`src/rtl/noise_stats_accum.sv`:
```
// Windowed sum / sum-of-squares / min / max over the 8x12-bit sample stream.
// Define NOISE_STATS_CLIP_EN to add the full-scale clip counter output clip_cnt_o.

module noise_stats_lane (
  input  logic               aclk,
  input  logic               rst_n,
  input  logic        [11:0] word,
  output logic signed [11:0] smp,
`ifdef NOISE_STATS_CLIP_EN
  output logic               clip,
`endif
  output logic        [22:0] sq
);
  // Square is computed mod 2^23; the true square never exceeds 2^22.
  logic [22:0] ext;
  assign ext = {{11{smp[11]}}, smp};

  always_ff @(posedge aclk or negedge rst_n) begin
    if (!rst_n) begin
      smp  <= '0;
      sq   <= '0;
`ifdef NOISE_STATS_CLIP_EN
      clip <= 1'b0;
`endif
    end else begin
      smp  <= word;
      sq   <= ext * ext;
`ifdef NOISE_STATS_CLIP_EN
      clip <= (smp == 12'h7FF) || (smp == 12'h800);
`endif
    end
  end
endmodule

module noise_stats_accum #(
  parameter int LOG2_BEATS = 10,
  parameter int SUM_W      = 15 + LOG2_BEATS,
  parameter int SQ_W       = 26 + LOG2_BEATS
) (
  input  logic                    aclk,
  input  logic                    aresetn,
  input  logic [127:0]            s_axis_tdata,
  input  logic                    s_axis_tvalid,
  output logic                    s_axis_tready,
  input  logic                    start_i,
  input  logic                    abort_i,
  output logic                    busy_o,
  output logic                    done_o,
  output logic signed [SUM_W-1:0] sum_o,
  output logic [SQ_W-1:0]         sumsq_o,
  output logic signed [11:0]      min_o,
`ifdef NOISE_STATS_CLIP_EN
  output logic [LOG2_BEATS+3:0]   clip_cnt_o,
`endif
  output logic signed [11:0]      max_o
);
  localparam int NUM_LANES = 8;
  localparam int STAGES    = 2;

  typedef enum logic [1:0] {IDLE, RUN, FLUSH, DONE} state_t;

  // Reset asserts asynchronously, releases two clocks after aresetn rises.
  logic [1:0] rst_sync;
  logic       rst_n;
  always_ff @(posedge aclk or negedge aresetn) begin
    if (!aresetn) rst_sync <= '0;
    else          rst_sync <= {rst_sync[0], 1'b1};
  end
  assign rst_n         = rst_sync[1];
  assign s_axis_tready = rst_n;

  state_t                state;
  logic [LOG2_BEATS-1:0] beat_cnt;
  logic [1:0]            flush_cnt;
  logic                  accept, start_go, abort_go, beat_in;
  logic [STAGES:1]       vld_pipe;

  assign accept   = s_axis_tvalid & s_axis_tready;
  assign start_go = (state == IDLE) & start_i;
  assign abort_go = ((state == RUN) | (state == FLUSH)) & abort_i;
  assign beat_in  = (state == RUN) & accept & ~abort_i;
  assign busy_o   = (state == RUN) | (state == FLUSH);

  // Per-lane S1 sample register and S2 square
  logic [NUM_LANES-1:0][11:0] s1_smp;
  logic [NUM_LANES-1:0][22:0] s2_sq;
  logic [NUM_LANES-1:0][3:0]  unused_nib;
`ifdef NOISE_STATS_CLIP_EN
  logic [NUM_LANES-1:0]       s2_clip;
`endif

  for (genvar gi = 0; gi < NUM_LANES; gi++) begin : g_lane
    assign unused_nib[gi] = s_axis_tdata[16*gi +: 4];
    noise_stats_lane u_lane (
      .aclk (aclk),
      .rst_n(rst_n),
      .word (s_axis_tdata[16*gi+4 +: 12]),
      .smp  (s1_smp[gi]),
`ifdef NOISE_STATS_CLIP_EN
      .clip (s2_clip[gi]),
`endif
      .sq   (s2_sq[gi])
    );
  end

  always_ff @(posedge aclk or negedge rst_n) begin
    if (!rst_n)        vld_pipe <= '0;
    else if (abort_go) vld_pipe <= '0;
    else               vld_pipe <= {vld_pipe[1], beat_in};
  end

  // S2: beat sum, min, max across lanes
  logic        [14:0] bsum;
  logic signed [11:0] bmin, bmax;
  always_comb begin
    bsum = '0;
    bmin = s1_smp[0];
    bmax = s1_smp[0];
    for (int i = 0; i < NUM_LANES; i++) begin
      bsum = bsum + {{3{s1_smp[i][11]}}, s1_smp[i]};
      if ($signed(s1_smp[i]) < bmin) bmin = s1_smp[i];
      if ($signed(s1_smp[i]) > bmax) bmax = s1_smp[i];
    end
  end

  logic        [14:0] s2_sum;
  logic signed [11:0] s2_min, s2_max;
  always_ff @(posedge aclk or negedge rst_n) begin
    if (!rst_n) begin
      s2_sum <= '0;
      s2_min <= '0;
      s2_max <= '0;
    end else begin
      s2_sum <= bsum;
      s2_min <= bmin;
      s2_max <= bmax;
    end
  end

  // S3: window accumulators
  logic [25:0] sqsum;
`ifdef NOISE_STATS_CLIP_EN
  logic [3:0]  clipsum;
`endif
  always_comb begin
    sqsum = '0;
    for (int i = 0; i < NUM_LANES; i++) sqsum = sqsum + {3'b0, s2_sq[i]};
  end
`ifdef NOISE_STATS_CLIP_EN
  always_comb begin
    clipsum = '0;
    for (int i = 0; i < NUM_LANES; i++) clipsum = clipsum + {3'b0, s2_clip[i]};
  end
`endif

  logic signed [SUM_W-1:0]      acc_sum;
  logic        [SQ_W-1:0]       acc_sq;
  logic signed [11:0]           acc_min, acc_max;
`ifdef NOISE_STATS_CLIP_EN
  logic        [LOG2_BEATS+3:0] acc_clip;
`endif

  always_ff @(posedge aclk or negedge rst_n) begin
    if (!rst_n) begin
      acc_sum  <= '0;
      acc_sq   <= '0;
      acc_min  <= '0;
      acc_max  <= '0;
`ifdef NOISE_STATS_CLIP_EN
      acc_clip <= '0;
`endif
    end else if (start_go) begin
      acc_sum  <= '0;
      acc_sq   <= '0;
      acc_min  <= 12'h7FF;
      acc_max  <= 12'h800;
`ifdef NOISE_STATS_CLIP_EN
      acc_clip <= '0;
`endif
    end else if (vld_pipe[STAGES] && !abort_go) begin
      acc_sum <= acc_sum + {{(SUM_W-15){s2_sum[14]}}, s2_sum};
      acc_sq  <= acc_sq + {{(SQ_W-26){1'b0}}, sqsum};
      if (s2_min < acc_min) acc_min <= s2_min;
      if (s2_max > acc_max) acc_max <= s2_max;
`ifdef NOISE_STATS_CLIP_EN
      acc_clip <= acc_clip + {{LOG2_BEATS{1'b0}}, clipsum};
`endif
    end
  end

  // Control FSM; FLUSH holds 3 cycles so the last beat has left S3 before DONE.
  always_ff @(posedge aclk or negedge rst_n) begin
    if (!rst_n) begin
      state      <= IDLE;
      beat_cnt   <= '0;
      flush_cnt  <= '0;
      done_o     <= 1'b0;
      sum_o      <= '0;
      sumsq_o    <= '0;
      min_o      <= '0;
      max_o      <= '0;
`ifdef NOISE_STATS_CLIP_EN
      clip_cnt_o <= '0;
`endif
    end else begin
      done_o <= 1'b0;
      case (state)
        IDLE: begin
          if (start_go) begin
            state    <= RUN;
            beat_cnt <= '0;
          end
        end
        RUN: begin
          if (abort_i) begin
            state <= IDLE;
          end else if (accept) begin
            beat_cnt <= beat_cnt + 1'b1;
            if (&beat_cnt) begin
              state     <= FLUSH;
              flush_cnt <= '0;
            end
          end
        end
        FLUSH: begin
          if (abort_i)                state     <= IDLE;
          else if (flush_cnt == 2'd2) state     <= DONE;
          else                        flush_cnt <= flush_cnt + 1'b1;
        end
        DONE: begin
          sum_o      <= acc_sum;
          sumsq_o    <= acc_sq;
          min_o      <= acc_min;
          max_o      <= acc_max;
`ifdef NOISE_STATS_CLIP_EN
          clip_cnt_o <= acc_clip;
`endif
          done_o     <= 1'b1;
          state      <= IDLE;
        end
        default: state <= IDLE;
      endcase
    end
  end
endmodule

```
`config.mk`:
```
export PLATFORM = sky130hd
export DESIGN_NAME = noise_stats_accum
export DESIGN_NICKNAME = d
export VERILOG_FILES = /design/src/rtl/noise_stats_accum.sv
export SDC_FILE = /design/constraint.sdc
export NUM_CORES = 2
export LEC_CHECK = 0
export CAP_MARGIN = 20
export CORE_MARGIN = 4
export CORE_UTILIZATION = 60
export DETAILED_ROUTE_END_ITERATION = 10
export HOLD_SLACK_MARGIN = 0.15
export PLACE_DENSITY = 0.76
export SYNTH_ARGS = -nofsm -noshare
export SYNTH_HDL_FRONTEND = slang
export SYNTH_HIERARCHICAL = 1
export SYNTH_SLANG_ARGS = --single-unit
export TNS_END_PERCENT = 1
```
`constraint.sdc`:
```
create_clock -name aclk -period 24.4 [get_ports aclk]
set_input_delay 4.88 -clock aclk [delete_from_list [all_inputs] [get_ports aclk]]
set_output_delay 4.88 -clock aclk [all_outputs]
set_load 0.1 [all_outputs]
```
==> Word level (Yosys, flattened, before mapping) <==
Cells that the tools add are included.
{ "totals": {"out_inout_bits": 88, "word_cells": 152, "ff_bits": 508} }
{ "classes": {"n_bitwise": 7, "n_mux": 43, "multipliers": 8, "magnitude_cmp": 16, "reduce_logical": 14, "addsub": 18, "n_eq_ne": 13} }
{ "ops": {"columns": ["operator", "n"], "rows": [
  ["$mux W12", 20],
  ["$mul A12 B12 Y23", 8],
  ["$add A26 B23 Y26", 4],
  ["$gt A12 B12 Y1", 8],
  ["$lt A12 B12 Y1", 8],
  ["$mux W36", 2],
  ["$add A15 B15 Y15", 4],
  ["$mux W25", 2],
  ["$add A36 B26 Y36", 1],
  ["$mux W10", 3],
  ["$add A25 B23 Y26", 1],
  ["$add A24 B23 Y25", 1],
  ["$add A25 B25 Y25", 1],
  ["$add A23 B23 Y24", 1],
  ["$mux W2", 12],
  ["$pmux W10 S2", 1],
  ["$add A14 B12 Y15", 1],
  ["$add A13 B12 Y14", 1],
  ["$add A12 B12 Y13", 1],
  ["$add A10 B1 Y10 const B", 1],
  ["$ne A2 B2 Y1 const B", 5],
  ["$reduce_and A10 Y1", 1],
  ["$reduce_bool A2 Y1", 5],
  ["$pmux W2 S4", 1],
  ["other kinds (17)", 26]
]} }

==> Logic depth before layout (Yosys ltp) <==
{ "logic_depth": {"word_depth": 14, "mapped_depth": 87, "ltp_nobuf": 81} }

==> Modules after synthesis <==
The synthesis kept the hierarchy.
{ "by_module_without_submodules": {"columns": ["mod", "cells_per_inst", "area_per_inst_um2", "seq_area_each_um2", "n_inst"], "rows": [
  ["noise_stats_accum", 2233, 22592.9, 5705.5, 1],
  ["noise_stats_lane at g_lane[0].u_lane ...", 561, 5622.9, 850.8, 4],
  ["noise_stats_lane at g_lane[5].u_lane ...", 559, 5579.1, 850.8, 2],
  ["noise_stats_lane at g_lane[7].u_lane", 573, 5674.2, 850.8, 1],
  ["noise_stats_lane at g_lane[4].u_lane", 561, 5625.4, 850.8, 1]
]} }

==> Worst setup path before layout <==
OpenSTA, ideal clock, no wires.
{ "synth_timing": {"path_kind": "reg2out", "startpoint": "register rst_sync[1]", "endpoint": "output port s_axis_tready", "path_slack_ns": 7.852, "n_path_buf": 0, "arrival_ns": 11.668, "path_stages_with_launch": 1, "path_cell_list": "dfrtp_1"} }
{ "synth_rtl": {"columns": ["element", "line_no", "source"], "rows": [
  ["from (decl)", "63", "logic [1:0] rst_sync;"],
  ["from (signal assigned)", "67", "else rst_sync <= {rst_sync[0], 1'b1};"],
  ["to (decl)", "44", "output logic s_axis_tready,"]
]} }
No word-level cell between the ends.

==> Worst setup path after layout <==
{ "layout_timing": {"startpoint": "register g_lane[1].u_lane.smp[6]", "endpoint": "register s2_max[0]"} }
{ "layout_via": {"elab_chain_len": 14} }
{ "layout_lines": {"columns": ["element", "line_no", "source"], "rows": [
  ["from (decl)", "8", "output logic signed [11:0] smp,"],
  ["from (signal assigned)", "26", "smp <= word;"],
  ["$gt A12 B12 Y1", "122", "if ($signed(s1_smp[i]) > bmax) bmax = s1_smp[i];"],
  ["$mux W12 (*)", "122", null],
  ["$gt A12 B12 Y1", "122", null],
  ["$mux W12 (*)", "122", null],
  ["$gt A12 B12 Y1", "122", null],
  ["$mux W12 (*)", "122", null],
  ["$gt A12 B12 Y1", "122", null],
  ["$mux W12 (*)", "122", null],
  ["$gt A12 B12 Y1", "122", null],
  ["$mux W12 (*)", "122", null],
  ["$gt A12 B12 Y1", "122", null],
  ["$mux W12 (*)", "122", null],
  ["$gt A12 B12 Y1", "122", null],
  ["$mux W12 (*)", "122", null],
  ["net bmax[0]", "114", "logic signed [11:0] bmin, bmax;"],
  ["to (signal assigned)", "136", "s2_max <= bmax;"],
  ["to (decl)", "127", "logic signed [11:0] s2_min, s2_max;"]
]} }
Mark *: on every way through the listed nets, which the timed path passes. The rest lies on a longest branch.
A chain may end at the register's enable or synchronous reset.

==> impl_metrics.ini <==
[die]
dieHeight_um = 344
dieWidth_um = 344
dieArea_sq_um = 118000
initial_core_util_pct = 60.7
coreArea_sq_um = 111000
rows = 122
num_io_pins = 221

[synth]
synth_edf_count = 0
syn-instance-count = 6729
yosysMostFrequentCell = inv_1
synth_largest_area_cell = fa_1
synth_cell_types = 101
yosysWarningCount = 6
ys_ff_latch = 500
synthesis.area_sq_um = 67500
seq_area_frac_synth_pct = 18.5
ys.flop_type = dfrtp_1
synth_top_area_share_pct = 35.2
avgSynthCellArea_sq_um = 10.0
synth_common_cells = inv_1 (1538), fa_1 (1188), ha_1 (648)
synth.top_cells.by_area = fa_1 (35%), dfrtp_1 (19%), ha_1 (12%)
async_flop_share_pct = 100
syn-num-nets = 8698

[critical_path]
end_kind = flop
critPathMaxStageDelay_ns = 0.82
crit_slowest_cell = nor2_1
crit_required_ns = 24.96
cp.arrival_ns = 19.18
cp_common_cell = ha_1
crit_fanout = 22
crit_family = simple AND/OR/NAND/NOR gates
critPathLaunchType = flop
crit_buf_inv = 4
worstSetupPathType = reg -> reg

[global_route]
track_usage_pct = 29.3
grt_max_degree = 75
grt_pass1_vias = 50600
grt-ovfl-total = 0
grt_pass1_wl_um = 268000
antenna_found_initial = 5

[detailed_routing]
drt_wl_total_um = 166000
wire_per_inst_um = 19.6
viasPerCell = 5.55
antenna_left = 0
firstDrtPassIters = 6
drc = 0
drt_iter0_drc = 2888
vias = 46900

[sta]
fin_tns_setup_ns = 0
holdWs_ns = 0.353
worst_pin_slew_ns = 1.11
hold_viol = 0
rsz0062_at_grt = no
slew_viol_final = 0
skew_ns = 0.0517
min_period_ns = 18.61
max_freq_mhz = 53.7
finalCritPeriodShare_pct = 76.3
setup_violations = 0
slew_headroom_pct = 24.2

[clock_tree]
cts_buffer_depth = 3
cts_sinks = 500
cts_root_buf = clkbuf_16
htreeDepth = 2
cts_tree = yes
worstSkewPairLatency_ns = 0.69
numCtsBuffers = 58
cts_hold_repair.buffers = 0
path_clk_slew_ns = 0.08
cts_setup_buffers = 0
cts_resized = 0

[place]
io_buffers = 188
dpl.hpwl_um = 136000
place_congestion = 0.968

[layout]
nets = 8876
diodes = 0
finish.utilization_pct = 66.1
syn_to_final_growth_pct = 8.98
drive_above_1_share_pct = 5.92

[run_status]
status = finished clean

[hold_path]
hp-class = reg -> reg

[run]
maxCapViolCount = 0
[routing by layer]
metal  wire length (um)  share of wire [%]  global-route usage [%]
met5                 27              0.016                       0
met4               6850                4.1                    10.4
met3              12200                7.4                    5.03
met2              80500                 49                    49.3
met1              66100                 40                    38.5
[cell families after synthesis]
| logic type | Yosys count | synth area share (%) |
|---|---|---|
| adders and majority gates | 1838 | 47.2 |
| buffers and inverters | 1722 | 9.68 |
| and+or+nand+nor | 1397 | 9.91 |
| AOI/OAI and AO/OA | 801 | 8.03 |
| DFF | 500 | 18.5 |
| xor gates and xnor gates | 265 | 3.44 |
| muxes | 197 | 3.11 |
| other | 9 | 0.0500 |
[final timing paths]
path,slack (ns),cells after the start,endpoint,startpoint
worst max register to register,5.79,76,s2_max[0]$_DFF_PN0_,g_lane[1].u_lane/smp[6]$_DFF_PN0_
max in group asynchronous,19.90,1,rst_sync[1]$_DFF_PN0_,aresetn
worst max-delay path,5.79,76,s2_max[0]$_DFF_PN0_,g_lane[1].u_lane/smp[6]$_DFF_PN0_
worst min-delay path,0.35,0,rst_sync[1]$_DFF_PN0_,rst_sync[0]$_DFF_PN0_
min in group asynchronous,0.62,1,g_lane[5].u_lane/smp[1]$_DFF_PN0_,rst_sync[1]$_DFF_PN0_
worst min register to register,0.35,0,rst_sync[1]$_DFF_PN0_,rst_sync[0]$_DFF_PN0_
[cell usage in the layout (no fill, tap or decap), types with 9 or more instances in the layout]
| cell | count |
|---|---|
| conb_1 | 9 |
| a21oi_1 | 276 |
| nand3_1 | 39 |
| nor2_1 | 318 |
| a21oi_2 | 9 |
| a211o_1 | 11 |
| o21a_1 | 42 |
| o2111ai_1 | 13 |
| dfrtp_1 | 499 |
| clkbuf_16 | 58 |
| and4_1 | 9 |
| and3_1 | 25 |
| o21ai_0 | 126 |
| ha_1 | 647 |
| fa_1 | 1188 |
| a31oi_1 | 16 |
| a211oi_1 | 27 |
| o21ai_1 | 24 |
| or2_2 | 13 |
| o21bai_1 | 39 |
| and2_1 | 229 |
| clkbuf_8 | 13 |
| o211ai_1 | 20 |
| a21o_1 | 60 |
| nand4_1 | 32 |
| inv_1 | 1538 |
| bufinv_16 | 12 |
| xor2_1 | 53 |
| buf_4 | 105 |
| or3_1 | 14 |
| nand2_1 | 491 |
| or2_1 | 12 |
| mux2i_1 | 94 |
| mux2_2 | 102 |
| clkdlybuf4s50_1 | 188 |
| xnor2_1 | 212 |
| o31ai_1 | 24 |
| nor2b_1 | 60 |
| nand2b_1 | 65 |
| nor3_1 | 55 |
[registers in the layout (all words and copies together) (netlist names)]
signal,flops
g_lane.u_lane/smp,96
state,2
vld_pipe,2
g_lane.u_lane/sq,176
s2_min,12
acc_sq,36
sum_o,25
max_o,12
s2_sum,15
min_o,12
acc_min,12
rst_sync,2
done_o,1
acc_sum,25
sumsq_o,36
beat_cnt,10
flush_cnt,2
acc_max,12
s2_max,12
[cell type report]
| class | count | area [sq um] |
|---|---|---|
| clock buffers | 78 | 1660 |
| clock inverters | 31 | 574 |
| fillers | 8644 | 37700 |
| inverters | 1546 | 5800 |
| multi-input cells | 4507 | 48500 |
| flip-flops and latches | 500 | 12500 |
| well taps | 1488 | 1860 |
| repair buffers | 294 | 2690 |
[metrics by stage]
step / instance area [sq um] / instances / setup slack [ns]
6_report: 73600 / 8444 / 5.79
5_1_grt: 73600 / 8444 / 4.47
4_1_cts: 73600 / 8443 / 6.13
3_5_place_dp: 71400 / 8334 / 6.24
3_3_place_gp: 71400 / 8334 / 6.26
2_1_floorplan: 67500 / 6729 / 7.85
Power is left out: the tool's default activity adds up to more than one toggle a clock period on the data nets, which glitch-free logic cannot reach.
